--- src/rtl/reqs_buf_ctrl_if.sv ---
`default_nettype none
// ============================================================================
// Module   : reqs_buf_ctrl_if
// Purpose  : Bundles the allocation, lookup, update, counter, ack, free and
//            completion signals of the L2 ongoing-request buffer controller.
// Ports    : none (interface); modport slave = controller side,
//            modport master = arbiter / response-handler side.
// Options  : REQS_BUF_STATS_EN adds peak_occ and alloc_stall_cnt.
// Revision : 1.0 - initial release
// ============================================================================
interface reqs_buf_ctrl_if #(
    parameter int N_REQS      = 4,
    parameter int TAG_BITS    = 20,
    parameter int SET_BITS    = 8,
    parameter int STATE_BITS  = 3,
    parameter int INVACK_BITS = 5,
    parameter int IDX_BITS    = $clog2(N_REQS)
);
    logic                   alloc_valid;
    logic                   alloc_ready;
    logic [TAG_BITS-1:0]    alloc_tag;
    logic [SET_BITS-1:0]    alloc_set;
    logic [STATE_BITS-1:0]  alloc_state;
    logic [IDX_BITS-1:0]    alloc_idx;

    logic [SET_BITS-1:0]    lookup_set;
    logic                   lookup_hit;
    logic [IDX_BITS-1:0]    lookup_idx;
    logic [TAG_BITS-1:0]    lookup_tag;
    logic [STATE_BITS-1:0]  lookup_state;

    logic                   upd_valid;
    logic [IDX_BITS-1:0]    upd_idx;
    logic [STATE_BITS-1:0]  upd_state;

    logic                   cnt_valid;
    logic [IDX_BITS-1:0]    cnt_idx;
    logic [INVACK_BITS-1:0] cnt_value;

    logic                   ack_valid;
    logic [IDX_BITS-1:0]    ack_idx;

    logic                   free_valid;
    logic [IDX_BITS-1:0]    free_idx;

    logic                   complete_valid;
    logic [IDX_BITS-1:0]    complete_idx;

    logic                   empty;
    logic                   full;
    logic [IDX_BITS:0]      occupancy;
`ifdef REQS_BUF_STATS_EN
    logic [IDX_BITS:0]      peak_occ;
    logic [15:0]            alloc_stall_cnt;
`endif

    modport slave (
        input  alloc_valid, alloc_tag, alloc_set, alloc_state,
        output alloc_ready, alloc_idx,
        input  lookup_set,
        output lookup_hit, lookup_idx, lookup_tag, lookup_state,
        input  upd_valid, upd_idx, upd_state,
        input  cnt_valid, cnt_idx, cnt_value,
        input  ack_valid, ack_idx,
        input  free_valid, free_idx,
        output complete_valid, complete_idx,
        output empty, full, occupancy
`ifdef REQS_BUF_STATS_EN
        , output peak_occ, alloc_stall_cnt
`endif
    );

    modport master (
        output alloc_valid, alloc_tag, alloc_set, alloc_state,
        input  alloc_ready, alloc_idx,
        output lookup_set,
        input  lookup_hit, lookup_idx, lookup_tag, lookup_state,
        output upd_valid, upd_idx, upd_state,
        output cnt_valid, cnt_idx, cnt_value,
        output ack_valid, ack_idx,
        output free_valid, free_idx,
        input  complete_valid, complete_idx,
        input  empty, full, occupancy
`ifdef REQS_BUF_STATS_EN
        , input peak_occ, alloc_stall_cnt
`endif
    );
endinterface
`default_nettype wire

--- src/rtl/reqs_buf_ctrl.sv ---
`default_nettype none
// ============================================================================
// Module   : reqs_buf_ctrl
// Purpose  : N_REQS-entry ongoing-request buffer for the L2 cache. Tracks tag,
//            set, unstable state and a two's-complement inv-ack counter per
//            entry; allocates the lowest free entry, reports set conflicts
//            and pulses completion once data has arrived and acks balance.
// Ports    : clk  - clock, rising edge
//            rst  - asynchronous active-low reset
//            bus  - reqs_buf_ctrl_if.slave (alloc / lookup / upd / cnt /
//                   ack / free / complete / status)
// Options  : REQS_BUF_STATS_EN adds peak_occ and alloc_stall_cnt outputs.
// Revision : 1.0 - initial release
// ============================================================================
module reqs_buf_ctrl #(
    parameter int N_REQS      = 4,
    parameter int TAG_BITS    = 20,
    parameter int SET_BITS    = 8,
    parameter int STATE_BITS  = 3,
    parameter int INVACK_BITS = 5,
    parameter int IDX_BITS    = $clog2(N_REQS)
) (
    input  wire logic          clk,
    input  wire logic          rst,
    reqs_buf_ctrl_if.slave     bus
);
    // Per-entry registered state and next-state
    logic                   valid_q [N_REQS];
    logic                   valid_d [N_REQS];
    logic [TAG_BITS-1:0]    tag_q   [N_REQS];
    logic [TAG_BITS-1:0]    tag_d   [N_REQS];
    logic [SET_BITS-1:0]    set_q   [N_REQS];
    logic [SET_BITS-1:0]    set_d   [N_REQS];
    logic [STATE_BITS-1:0]  state_q [N_REQS];
    logic [STATE_BITS-1:0]  state_d [N_REQS];
    logic [INVACK_BITS-1:0] cnt_q   [N_REQS];   // two's complement
    logic [INVACK_BITS-1:0] cnt_d   [N_REQS];
    logic                   data_q  [N_REQS];
    logic                   data_d  [N_REQS];
    logic                   done_q  [N_REQS];
    logic                   done_d  [N_REQS];

    logic                   comp_valid_q, comp_valid_d;
    logic [IDX_BITS-1:0]    comp_idx_q,   comp_idx_d;

    logic [IDX_BITS:0]      w_count;
    logic                   w_any_free;
    logic [IDX_BITS-1:0]    w_alloc_idx;
    logic                   w_hit;
    logic [IDX_BITS-1:0]    w_hit_idx;
    logic                   w_elig;
    logic [IDX_BITS-1:0]    w_elig_idx;
    logic                   w_alloc_fire;
    logic [IDX_BITS-1:0]    w_sel;

    // Status, lookup and completion pick. Scanning from the top down lets the
    // lowest matching index win.
    always_comb begin
        w_count     = '0;
        w_any_free  = 1'b0;
        w_alloc_idx = '0;
        w_hit       = 1'b0;
        w_hit_idx   = '0;
        w_elig      = 1'b0;
        w_elig_idx  = '0;
        for (int i = N_REQS - 1; i >= 0; i--) begin
            if (valid_q[i]) begin
                w_count = w_count + (IDX_BITS+1)'(1);
            end else begin
                w_any_free  = 1'b1;
                w_alloc_idx = IDX_BITS'(i);
            end
            if (valid_q[i] && set_q[i] == bus.lookup_set) begin
                w_hit     = 1'b1;
                w_hit_idx = IDX_BITS'(i);
            end
            // An entry being freed this cycle must not report completion.
            if (valid_q[i] && data_q[i] && cnt_q[i] == '0 && !done_q[i] &&
                !(bus.free_valid && bus.free_idx == IDX_BITS'(i))) begin
                w_elig     = 1'b1;
                w_elig_idx = IDX_BITS'(i);
            end
        end
    end

    assign w_alloc_fire = bus.alloc_valid && w_any_free;

    // Entry next-state. Free dominates every other operation on a valid
    // entry; only an invalid entry can be (re)allocated, so alloc never
    // collides with free/upd/cnt/ack on a live entry.
    always_comb begin
        w_sel        = '0;
        comp_valid_d = w_elig;
        comp_idx_d   = w_elig_idx;
        for (int i = 0; i < N_REQS; i++) begin
            w_sel      = IDX_BITS'(i);
            valid_d[i] = valid_q[i];
            tag_d[i]   = tag_q[i];
            set_d[i]   = set_q[i];
            state_d[i] = state_q[i];
            cnt_d[i]   = cnt_q[i];
            data_d[i]  = data_q[i];
            done_d[i]  = done_q[i];
            if (valid_q[i]) begin
                if (bus.free_valid && bus.free_idx == w_sel) begin
                    valid_d[i] = 1'b0;
                    tag_d[i]   = '0;
                    set_d[i]   = '0;
                    state_d[i] = '0;
                    cnt_d[i]   = '0;
                    data_d[i]  = 1'b0;
                    done_d[i]  = 1'b0;
                end else begin
                    if (bus.upd_valid && bus.upd_idx == w_sel)
                        state_d[i] = bus.upd_state;
                    // Wraps modulo 2^INVACK_BITS; acks may arrive before data.
                    cnt_d[i] = cnt_q[i]
                             + ((bus.cnt_valid && bus.cnt_idx == w_sel) ? bus.cnt_value : '0)
                             - ((bus.ack_valid && bus.ack_idx == w_sel) ? INVACK_BITS'(1) : '0);
                    if (bus.cnt_valid && bus.cnt_idx == w_sel)
                        data_d[i] = 1'b1;
                    if (w_elig && w_elig_idx == w_sel)
                        done_d[i] = 1'b1;
                end
            end else if (w_alloc_fire && w_alloc_idx == w_sel) begin
                valid_d[i] = 1'b1;
                tag_d[i]   = bus.alloc_tag;
                set_d[i]   = bus.alloc_set;
                state_d[i] = bus.alloc_state;
                cnt_d[i]   = '0;
                data_d[i]  = 1'b0;
                done_d[i]  = 1'b0;
            end
        end
    end

    always_ff @(posedge clk or negedge rst) begin
        if (!rst) begin
            for (int i = 0; i < N_REQS; i++) begin
                valid_q[i] <= 1'b0;
                tag_q[i]   <= '0;
                set_q[i]   <= '0;
                state_q[i] <= '0;
                cnt_q[i]   <= '0;
                data_q[i]  <= 1'b0;
                done_q[i]  <= 1'b0;
            end
            comp_valid_q <= 1'b0;
            comp_idx_q   <= '0;
        end else begin
            for (int i = 0; i < N_REQS; i++) begin
                valid_q[i] <= valid_d[i];
                tag_q[i]   <= tag_d[i];
                set_q[i]   <= set_d[i];
                state_q[i] <= state_d[i];
                cnt_q[i]   <= cnt_d[i];
                data_q[i]  <= data_d[i];
                done_q[i]  <= done_d[i];
            end
            comp_valid_q <= comp_valid_d;
            comp_idx_q   <= comp_idx_d;
        end
    end

    assign bus.alloc_ready    = w_any_free;
    assign bus.alloc_idx      = w_alloc_idx;
    assign bus.lookup_hit     = w_hit;
    assign bus.lookup_idx     = w_hit_idx;
    assign bus.lookup_tag     = tag_q[w_hit_idx];
    assign bus.lookup_state   = state_q[w_hit_idx];
    assign bus.complete_valid = comp_valid_q;
    assign bus.complete_idx   = comp_idx_q;
    assign bus.empty          = (w_count == '0);
    assign bus.full           = (w_count == (IDX_BITS+1)'(N_REQS));
    assign bus.occupancy      = w_count;

`ifdef REQS_BUF_STATS_EN
    logic [IDX_BITS:0] peak_occ_q, peak_occ_d;
    logic [15:0]       stall_cnt_q, stall_cnt_d;

    always_comb begin
        peak_occ_d  = (w_count > peak_occ_q) ? w_count : peak_occ_q;
        stall_cnt_d = stall_cnt_q;
        if (bus.alloc_valid && !w_any_free && stall_cnt_q != 16'hFFFF)
            stall_cnt_d = stall_cnt_q + 16'd1;
    end

    always_ff @(posedge clk or negedge rst) begin
        if (!rst) begin
            peak_occ_q  <= '0;
            stall_cnt_q <= '0;
        end else begin
            peak_occ_q  <= peak_occ_d;
            stall_cnt_q <= stall_cnt_d;
        end
    end

    assign bus.peak_occ        = peak_occ_q;
    assign bus.alloc_stall_cnt = stall_cnt_q;
`else
    // Statistics outputs and counters are not built.
`endif
endmodule
`default_nettype wire
--- src/flat_wrapper.sv ---
// flat-port wrapper written by rule: the top's interface ports become plain ports
module reqs_buf_ctrl_flat 
#(
    parameter int N_REQS      = 4,
    parameter int TAG_BITS    = 20,
    parameter int SET_BITS    = 8,
    parameter int STATE_BITS  = 3,
    parameter int INVACK_BITS = 5,
    parameter int IDX_BITS    = $clog2(N_REQS)
)
  (clk, rst, bus_alloc_valid, bus_alloc_tag, bus_alloc_set, bus_alloc_state, bus_alloc_ready, bus_alloc_idx, bus_lookup_set, bus_lookup_hit, bus_lookup_idx, bus_lookup_tag, bus_lookup_state, bus_upd_valid, bus_upd_idx, bus_upd_state, bus_cnt_valid, bus_cnt_idx, bus_cnt_value, bus_ack_valid, bus_ack_idx, bus_free_valid, bus_free_idx, bus_complete_valid, bus_complete_idx, bus_empty, bus_full, bus_occupancy);
  reqs_buf_ctrl_if #(.N_REQS(N_REQS), .TAG_BITS(TAG_BITS), .SET_BITS(SET_BITS), .STATE_BITS(STATE_BITS), .INVACK_BITS(INVACK_BITS), .IDX_BITS(IDX_BITS)) bus_i ();
  input  wire logic clk;
  input  wire logic rst;
  input wire logic [$bits(bus_i.alloc_valid)-1:0] bus_alloc_valid;
  input wire logic [$bits(bus_i.alloc_tag)-1:0] bus_alloc_tag;
  input wire logic [$bits(bus_i.alloc_set)-1:0] bus_alloc_set;
  input wire logic [$bits(bus_i.alloc_state)-1:0] bus_alloc_state;
  output wire logic [$bits(bus_i.alloc_ready)-1:0] bus_alloc_ready;
  output wire logic [$bits(bus_i.alloc_idx)-1:0] bus_alloc_idx;
  input wire logic [$bits(bus_i.lookup_set)-1:0] bus_lookup_set;
  output wire logic [$bits(bus_i.lookup_hit)-1:0] bus_lookup_hit;
  output wire logic [$bits(bus_i.lookup_idx)-1:0] bus_lookup_idx;
  output wire logic [$bits(bus_i.lookup_tag)-1:0] bus_lookup_tag;
  output wire logic [$bits(bus_i.lookup_state)-1:0] bus_lookup_state;
  input wire logic [$bits(bus_i.upd_valid)-1:0] bus_upd_valid;
  input wire logic [$bits(bus_i.upd_idx)-1:0] bus_upd_idx;
  input wire logic [$bits(bus_i.upd_state)-1:0] bus_upd_state;
  input wire logic [$bits(bus_i.cnt_valid)-1:0] bus_cnt_valid;
  input wire logic [$bits(bus_i.cnt_idx)-1:0] bus_cnt_idx;
  input wire logic [$bits(bus_i.cnt_value)-1:0] bus_cnt_value;
  input wire logic [$bits(bus_i.ack_valid)-1:0] bus_ack_valid;
  input wire logic [$bits(bus_i.ack_idx)-1:0] bus_ack_idx;
  input wire logic [$bits(bus_i.free_valid)-1:0] bus_free_valid;
  input wire logic [$bits(bus_i.free_idx)-1:0] bus_free_idx;
  output wire logic [$bits(bus_i.complete_valid)-1:0] bus_complete_valid;
  output wire logic [$bits(bus_i.complete_idx)-1:0] bus_complete_idx;
  output wire logic [$bits(bus_i.empty)-1:0] bus_empty;
  output wire logic [$bits(bus_i.full)-1:0] bus_full;
  output wire logic [$bits(bus_i.occupancy)-1:0] bus_occupancy;
  assign bus_i.alloc_valid = bus_alloc_valid;
  assign bus_i.alloc_tag = bus_alloc_tag;
  assign bus_i.alloc_set = bus_alloc_set;
  assign bus_i.alloc_state = bus_alloc_state;
  assign bus_alloc_ready = bus_i.alloc_ready;
  assign bus_alloc_idx = bus_i.alloc_idx;
  assign bus_i.lookup_set = bus_lookup_set;
  assign bus_lookup_hit = bus_i.lookup_hit;
  assign bus_lookup_idx = bus_i.lookup_idx;
  assign bus_lookup_tag = bus_i.lookup_tag;
  assign bus_lookup_state = bus_i.lookup_state;
  assign bus_i.upd_valid = bus_upd_valid;
  assign bus_i.upd_idx = bus_upd_idx;
  assign bus_i.upd_state = bus_upd_state;
  assign bus_i.cnt_valid = bus_cnt_valid;
  assign bus_i.cnt_idx = bus_cnt_idx;
  assign bus_i.cnt_value = bus_cnt_value;
  assign bus_i.ack_valid = bus_ack_valid;
  assign bus_i.ack_idx = bus_ack_idx;
  assign bus_i.free_valid = bus_free_valid;
  assign bus_i.free_idx = bus_free_idx;
  assign bus_complete_valid = bus_i.complete_valid;
  assign bus_complete_idx = bus_i.complete_idx;
  assign bus_empty = bus_i.empty;
  assign bus_full = bus_i.full;
  assign bus_occupancy = bus_i.occupancy;
  reqs_buf_ctrl #(.N_REQS(N_REQS), .TAG_BITS(TAG_BITS), .SET_BITS(SET_BITS), .STATE_BITS(STATE_BITS), .INVACK_BITS(INVACK_BITS), .IDX_BITS(IDX_BITS)) u_core (.clk(clk), .rst(rst), .bus(bus_i));
endmodule
--- config.mk ---
export PLATFORM = sky130hd
export DESIGN_NAME = reqs_buf_ctrl_flat
export DESIGN_NICKNAME = d
export VERILOG_FILES = /design/src/rtl/reqs_buf_ctrl_if.sv /design/src/rtl/reqs_buf_ctrl.sv /design/src/flat_wrapper.sv
export SDC_FILE = /design/constraint.sdc
export NUM_CORES = 1
export LEC_CHECK = 0
export ABC_CLOCK_PERIOD_IN_PS = 2600
export CAP_MARGIN = 5
export CORE_MARGIN = 5
export CORE_UTILIZATION = 56
export CTS_CLUSTER_SIZE = 16
export DETAILED_ROUTE_END_ITERATION = 8
export PLACE_DENSITY = 0.89
export SLEW_MARGIN = 20
export SYNTH_ARGS = -nofsm -noshare
export SYNTH_HDL_FRONTEND = slang
export SYNTH_SLANG_ARGS = --single-unit
--- constraint.sdc ---
create_clock -name clk -period 2.6 [get_ports clk]
set_input_delay 0.52 -clock clk [delete_from_list [all_inputs] [get_ports clk]]
set_output_delay 0.52 -clock clk [all_outputs]
set_load 0.05 [all_outputs]
==> results of run 1 <==
per-stage QoR:
stage                     cell area [µm²]  total power [mW]  std cells
after global routing                12100             16.28       1129
after global placement              10750             11.11       1075
after CTS                           11760             14.59       1122
final                               12100             15.72       1129
after floorplan                      8673             8.399        746
after detailed placement            10750             11.39       1075
layer usage:
| metal | part of all wire | track usage |
|---|---|---|
| met1 | 0.36 | 0.3654 |
| met5 | 0 | 0 |
| met4 | 0.064 | 0.1474 |
| met2 | 0.50 | 0.5275 |
| met3 | 0.078 | 0.07634 |
where the power goes:
group	switching (mW)	total [mW]	internal, mW
registers	0.887	4.31	3.42
logic	4.71	8.78	4.07
clock network	1.09	2.63	1.54
total	6.68	15.7	9.04
synth_stat cells (all sizes together), types with 2 or more instances:
| master | n | area (µm²) |
|---|---|---|
| dfrtp | 159 | 3979 |
| a22o | 116 | 1016 |
| mux2i | 69 | 690.7 |
| nand2 | 51 | 193.9 |
| inv | 47 | 176.4 |
| ha | 36 | 450.4 |
| xnor2 | 33 | 289.0 |
| a21oi | 31 | 155.2 |
| o21ai | 31 | 158.9 |
| clkbuf | 22 | 82.58 |
| nor2 | 21 | 81.33 |
| xor2 | 18 | 157.7 |
| buf | 15 | 158.9 |
| nor2b | 10 | 70.06 |
| a21o | 8 | 60.06 |
| nand3 | 8 | 45.04 |
| o21a | 7 | 52.55 |
| a22oi | 6 | 45.04 |
| and2 | 6 | 37.54 |
| and3 | 6 | 42.54 |
| nor3 | 6 | 52.55 |
| nor4 | 6 | 52.55 |
| nand4 | 5 | 31.28 |
| fa | 4 | 80.08 |
| nor3b | 4 | 30.03 |
| o22ai | 4 | 25.02 |
| and3b | 3 | 26.28 |
| nand2b | 3 | 18.77 |
| or2 | 3 | 18.77 |
| nand3b | 2 | 15.01 |
sequential cells by signal, summed over array words and instances, names as in the netlist:
name and flops:
u_core.set_q 32, u_core.cnt_q 20, u_core.data_q 4, u_core.valid_q 4, u_core.tag_q 80, u_core.state_q 12, u_core.bus.complete_idx 2, u_core.bus.complete_valid 1
u_core.done_q 4
worst reg2reg max path: stages (launching register included):
cell and delay [ns]:
sky130_fd_sc_hd__dfrtp_1 0.39, sky130_fd_sc_hd__inv_1 0.06, sky130_fd_sc_hd__ha_1 0.27, sky130_fd_sc_hd__inv_1 0.04, sky130_fd_sc_hd__ha_1 0.22, sky130_fd_sc_hd__fa_2 0.35
sky130_fd_sc_hd__a21o_1 0.18, sky130_fd_sc_hd__a21oi_2 0.23, sky130_fd_sc_hd__xnor2_2 0.18, sky130_fd_sc_hd__nor2_1 0.08, sky130_fd_sc_hd__o21ai_1 0.21, sky130_fd_sc_hd__o21ai_0 0.12
path summary, 6_finish.rpt:
kind	startpoint	slack (ns)	cells after the start	endpoint
max	u_core.set_q[8]$_DFFE_PN0P_	-0.75	10	bus_lookup_tag[17]
min	rst	0.08	1	u_core.tag_q[4]$_DFFE_PN0P_
max reg2reg	u_core.cnt_q[10]$_DFFE_PN0P_	0.15	11	u_core.cnt_q[14]$_DFFE_PN0P_
min reg2reg	u_core.tag_q[39]$_DFFE_PN0P_	0.50	1	u_core.tag_q[39]$_DFFE_PN0P_
max in group asynchronous	rst	1.80	2	u_core.cnt_q[16]$_DFFE_PN0P_
min in group clk	u_core.tag_q[39]$_DFFE_PN0P_	0.50	1	u_core.tag_q[39]$_DFFE_PN0P_
cells by family (layout without fill, tap and decap cells):
group,Yosys count,in the layout,synth area share
AO/OA/AOI/OAI,205,205,0.1828
flip-flops,159,159,0.4762
AND/OR/NAND/NOR,136,136,0.08775
buffers and inverters,85,284,0.05226
multiplexers,70,70,0.08401
XOR/XNOR,51,51,0.05346
adder cells (fa/ha/maj),40,40,0.06349
cells in the final DEF (no fill, tap or decap), types with 28 or more instances in the layout:
master / count
sky130_fd_sc_hd__xnor2_1: 28
sky130_fd_sc_hd__clkdlybuf4s50_1: 49
sky130_fd_sc_hd__inv_1: 45
sky130_fd_sc_hd__a22o_1: 116
sky130_fd_sc_hd__mux2i_4: 30
sky130_fd_sc_hd__dfrtp_1: 158
sky130_fd_sc_hd__nand2_1: 48
sky130_fd_sc_hd__buf_4: 75
sky130_fd_sc_hd__ha_1: 32
sky130_fd_sc_hd__buf_12: 46
sky130_fd_sc_hd__mux2i_2: 29
final cells by class:
cell class / count / area (µm²) / area share
multi-input cells: 502 / 4710 / 0.3893
flip-flops and latches: 159 / 3980 / 0.3290
repair buffers: 205 / 2400 / 0.1984
clock buffers: 20 / 446.7 / 0.03692
well taps: 184 / 230.2 / 0.01903
inverters: 47 / 176.4 / 0.01458
clock inverters: 12 / 155.1 / 0.01282
repair_timing:
item                       4_1_cts  5_1_grt
cloned                           2        1
resized for setup               84       55
buffers inserted                13       11
pin swaps                       17       15
setup endpoints to repair       33       38
==> impl_metrics.py, run 1 <==
metrics = {
    "sta": {
        "maxSlewHeadroom": 0.4625,
        "grt_setup_unrepaired": "true",
        "finalHoldViolCount": 0,
        "slew_viol_final": 0,
        "setup_ws_ns": -0.7450,
        "hold_ws_ns": 0.07802,
        "finalWorstPathRequiredPeriod_ns": 3.345,
        "final.setup_skew_ns": 0.01650,
        "totalNegativeSetupSlack_ns": -16.90,
        "setup_viol_count_final": 32,
        "max_freq_mhz": 299.0,
        "final_critical_path_share_of_the_clock_period": 1.287,
        "worst_slew_pin_slew_ns": 0.8063,
    },
    "worst_setup_path": {
        "critPathBufInv": 3,
        "timing.critical_path.required_ns": 2.08,
        "data_arrival_time_at_the_worst_slack_endpoint_ns": 2.83,
        "cell_class_contributing_the_biggest_share_of_worst_path_delay": "simple AND/OR/NAND/NOR gates",
        "crit_path_end_kind": "output pin",
        "cp_max_fo": 8,
        "cp_slowest_stage_delay_ns": 0.41,
        "critPathMostFrequentCell": "sky130_fd_sc_hd__buf_12",
        "setup.worst_path.class": "reg2out",
        "startpoint_type": "register",
        "crit_path_top_delay_cell": "sky130_fd_sc_hd__dfrtp_1",
        "worstPathCellList": "xor2_1 > nor4_2 > nand4_1 > a21oi_2 > nor2_4 > buf_12 > buf_12 > mux2i_1 > mux2i_4 > buf_12",
    },
    "global_route": {
        "antenna_found_initial": 0,
        "grt_pass1_vias": 7801,
        "grt_start_max_net_pins": 68,
        "groute.usage.overall": 0.3088,
        "global_route_wire_length_before_repair_mm": 42.55,
        "grt.overflow.total": 0,
    },
    "die": {
        "io_pins": 99,
        "die-width_um": 132.2,
        "core_area_um2": 14590,
        "floorplan.die.height_um": 132.2,
        "floorplan.initialDensity": 0.5727,
        "dieArea_um2": 17460,
        "rows": 44,
    },
    "route": {
        "vias_per_cell": 6.709,
        "vias": 7575,
        "detail_route.iter0.violations": 911,
        "route.final.wire_length_mm": 29.48,
        "number_of_antenna_violating_nets_in_the_routed_design": 0,
        "remaining_drc_errors": 0,
        "drt_pre_antenna_iters": 6,
        "wire_per_inst_um": 26.11,
    },
    "power_and_ir_drop": {
        "cellLeakagePower_nw": 5.422,
        "p_per_area_nw_per_um2": 1299,
        "vdd_drop_max_mv": 0.8705,
    },
    "clock_network": {
        "hold_buffers": 0,
        "cts_buffers": 17,
        "cts.sinks": 159,
        "cts-htree-levels": 4,
        "clk_transition_reported_paths_ns": 0.06,
        "tritoncts": "built",
        "cts.root.buffer_cell": "sky130_fd_sc_hd__clkbuf_16",
        "clkLatencyLatePin_ns": 0.44,
        "clock_buffer_depth": 2,
    },
    "synthesis": {
        "async_set_or_reset_register_ratio_after_synthesis": 1.000,
        "synth_seq_cells": 159,
        "netlist_area_um2": 8356,
        "syn_inst": 746,
        "ys_types": 48,
        "yosys_warnings": 0,
        "synth_ff_type": "sky130_fd_sc_hd__dfrtp_1",
        "syn_area_per_cell_um2": 11.20,
        "seq_total_area_yosys": 0.4762,
        "mappedNetlistNets": 848,
        "synth-edff-count": 0,
    },
    "final_layout": {
        "final_layout_size_suffix_gt1_frac": 0.3079,
        "insertedDiodeCount": 0,
        "nets": 1034,
        "fill_cells": 685,
        "final_core_utilization": 0.8292,
        "syn2layout_area_growth_pct": 44.79,
    },
    "placed_design": {
        "portBuffers": 98,
        "hpwl_mm": 15.76,
        "globalplace.congestion": 0.8575,
        "detailedPlace.worstSlack_ns": -0.9218,
    },
    "flow_run": {
        "max_cap_violations": 0,
    },
    "min_path": {
        "worstHoldPathType": "in2async",
    },
    "status": {
        "status": "finished, violations left",
        "violations": "negative setup slack",
    },
}
(Power assumes the default switching activity.)
==> run 2, diff against run 1 <==
HOLD_SLACK_MARGIN = 0.02   (was unset)
==> results of run 2 <==
Same layout as run 1: the final DEF is identical, and so are final timing and power.
==> run 3, diff against run 2 <==
CORE_UTILIZATION = 55   (was 56)
PLACE_DENSITY = 0.88   (was 0.89)
==> run 3 against run 2 <==
  * The run still ends with negative setup slack left
  * Maximum frequency is 4.4% higher
  * Via count shrank 8.4%
  * Sequential power down 3%
  * Critical path depth grew 1
  * Routed wire length down 20%
  * Design area fell by 3.3%
  * Worst hold slack got worse by 0.015 ns
  * Critical endpoint is now bus_lookup_tag[15]
  * Largest cell class unchanged
==> impl_metrics.py, run 3 (synthesis gave the netlist of run 1 again) <==
metrics = {
    "global_route": {
        "grt.overflow.total": 0,
        "groute.usage.overall": 0.2690,
        "global_route_wire_length_before_repair_mm": 37.86,
        "grt_pass1_vias": 7260,
        "grt_start_max_net_pins": 101,
        "antenna_found_initial": 0,
    },
    "status": {
        "status": "finished, violations left",
        "violations": "negative setup slack",
    },
    "final_layout": {
        "design_area_um2": 11700,
        "final_core_utilization": 0.7781,
        "largest_reg_flops": 80,
        "max_flop_register": "u_core.tag_q",
        "syn2layout_area_growth_pct": 40.00,
        "nets": 1025,
        "layoutNonFillerInstCount": 1124,
        "largestRegisters": "u_core.tag_q x80, u_core.set_q x32, u_core.cnt_q x20",
        "most-common-layout-cells": "159 x sky130_fd_sc_hd__dfrtp_1, 116 x sky130_fd_sc_hd__a22o_1, 80 x sky130_fd_sc_hd__buf_4, 49 x sky130_fd_sc_hd__clkdlybuf4s50_1, 48 x sky130_fd_sc_hd__nand2_1",
        "layout.cells.most_common": "sky130_fd_sc_hd__dfrtp_1",
        "final_layout_size_suffix_gt1_frac": 0.2810,
        "fill_cells": 861,
        "insertedDiodeCount": 0,
    },
    "die": {
        "floorplan.die.height_um": 133.3,
        "core_area_um2": 15030,
        "rows": 45,
        "die-width_um": 133.3,
        "io_pins": 99,
        "dieArea_um2": 17760,
        "floorplan.initialDensity": 0.5558,
    },
    "sta": {
        "slew_viol_final": 0,
        "final.setup_skew_ns": 0.006836,
        "grt_setup_unrepaired": "true",
        "totalNegativeSetupSlack_ns": -14.31,
        "max_freq_mhz": 312.0,
        "finalHoldViolCount": 0,
        "finalWorstPathRequiredPeriod_ns": 3.205,
        "maxSlewHeadroom": 0.5098,
        "setup_ws_ns": -0.6051,
        "setup_viol_count_final": 30,
        "worst_slew_pin_slew_ns": 0.7353,
        "final_critical_path_share_of_the_clock_period": 1.233,
    },
    "route": {
        "met3_wirelength_mm": 1.735,
        "drt_pre_antenna_iters": 6,
        "met2WireLength_mm": 11.59,
        "vias": 6941,
        "remaining_drc_errors": 0,
        "detail_route.iter0.violations": 689,
        "route.final.wire_length_mm": 23.62,
        "number_of_antenna_violating_nets_in_the_routed_design": 0,
        "top_layer_used": "met4",
        "drt-met1-wl_mm": 9.526,
        "wire_per_inst_um": 21.02,
        "vias_per_cell": 6.175,
    },
    "worst_setup_path": {
        "startpoint_type": "input pin",
        "timing.critical_path.required_ns": 2.08,
        "setup.worst_path.class": "in2out",
        "crit_start": "bus_lookup_set[6]",
        "cp_max_fo": 7,
        "data_arrival_time_at_the_worst_slack_endpoint_ns": 2.69,
        "crit_path_end_kind": "output pin",
        "reg2reg_from": "u_core.cnt_q[15]$_DFFE_PN0P_",
    },
    "power_and_ir_drop": {
        "vdd_drop_max_mv": 0.7394,
        "p_per_area_nw_per_um2": 1234,
        "cellLeakagePower_nw": 5.268,
    },
    "flow_run": {
        "max_cap_violations": 0,
    },
    "clock_network": {
        "clock_buffer_depth": 2,
        "clkLatencyLatePin_ns": 0.43,
        "cts_buffers": 17,
        "cts.root.buffer_cell": "sky130_fd_sc_hd__clkbuf_16",
        "clk_transition_reported_paths_ns": 0.06,
        "cts.sinks": 159,
        "hold_buffers": 0,
        "tritoncts": "built",
        "cts-htree-levels": 4,
    },
    "placed_design": {
        "post_dp_cell_area_um2": 10630,
        "hpwl_mm": 15.21,
        "portBuffers": 98,
        "placed_cells_incl_taps": 1078,
        "globalplace.congestion": 0.8846,
    },
    "min_path": {
        "worstHoldPathType": "in2async",
    },
}
==> run 3: cell count changes in the layout (fill, tap and decap cells not counted), sizes merged <==
| cell | previous run | this run |
|---|---|---|
| clkbuf | 21 | 20 |
| bufinv | 3 | 1 |
| clkdlybuf4s15 | 0 | 1 |
| clkinvlp | 2 | 6 |
| buf | 145 | 133 |
| inv | 51 | 48 |
| clkinv | 3 | 5 |
| dlygate4sd2 | 6 | 8 |
==> run 3: per-layer routing <==
| layer | up-vias | global-route usage |
|---|---|---|
| li1 | 3035 | - |
| met2 | 353 | 0.4461 |
| met1 | 3487 | 0.3408 |
| met3 | 66 | 0.05589 |
| met4 | 0 | 0.1240 |
| met5 | - | 0 |
==> run 3: per-stage QoR <==
step / total power, mW / hold slack (ns) / setup WS, ns
floorplan: 8.399 / 0.2244 / -0.2458
global placement: 10.96 / 0.4649 / -0.7651
detailed placement: 11.22 / 0.4721 / -0.8400
CTS: 14.10 / 0.07358 / -0.5886
global route: 15.15 / 0.08149 / -0.6451
finish: 14.43 / 0.06282 / -0.6051
==> run 3: cell type report <==
type	count	area (µm²)	area share
Timing Repair Buffer	196	2183	0.1867
Sequential cell	159	3979	0.3401
Multi-Input combinational cell	502	4562	0.3900
Tap cell	188	235.2	0.02011
Clock buffer	19	442.9	0.03786
Clock inverter	13	116.4	0.009948
Inverter	47	178.9	0.01530
==> run 3: critical path: stages <==
cell	delay, ns
sky130_fd_sc_hd__clkdlybuf4s15_1	0.29
sky130_fd_sc_hd__buf_4	0.21
sky130_fd_sc_hd__xor2_1	0.28
sky130_fd_sc_hd__nor4_4	0.09
sky130_fd_sc_hd__and3_4	0.17
sky130_fd_sc_hd__buf_4	0.14
sky130_fd_sc_hd__nor3_4	0.20
sky130_fd_sc_hd__buf_12	0.16
sky130_fd_sc_hd__buf_6	0.14
sky130_fd_sc_hd__mux2i_4	0.30
sky130_fd_sc_hd__buf_12	0.17
==> run 3: final timing paths <==
path / slack [ns] / depth (start not counted) / to
max in group asynchronous: 2.04 / 2 / u_core.bus.complete_idx[0]$_DFF_PN0_
max: -0.61 / 11 / bus_lookup_tag[15]
max reg2reg: 0.34 / 11 / u_core.cnt_q[19]$_DFFE_PN0P_
min in group clk: 0.49 / 1 / u_core.data_q[2]$_DFFE_PN0P_
min: 0.06 / 2 / u_core.tag_q[7]$_DFFE_PN0P_
min reg2reg: 0.49 / 1 / u_core.data_q[2]$_DFFE_PN0P_
==> run 3: power breakdown <==
group | switching [mW] | leakage [nW] | internal (mW) | total [mW]
Clock | 1.03 | 0.257 | 1.34 | 2.37
Sequential | 0.747 | 2.10 | 3.42 | 4.17
Combinational | 4.17 | 2.91 | 3.72 | 7.89
==> run 3: timing repair <==
action / 4_1_cts / 5_1_grt
pin swaps: 13 / 11
resized for setup: 61 / 35
buffers inserted: 7 / 5
cloned: 2 / 0
setup endpoints to repair: 32 / 34
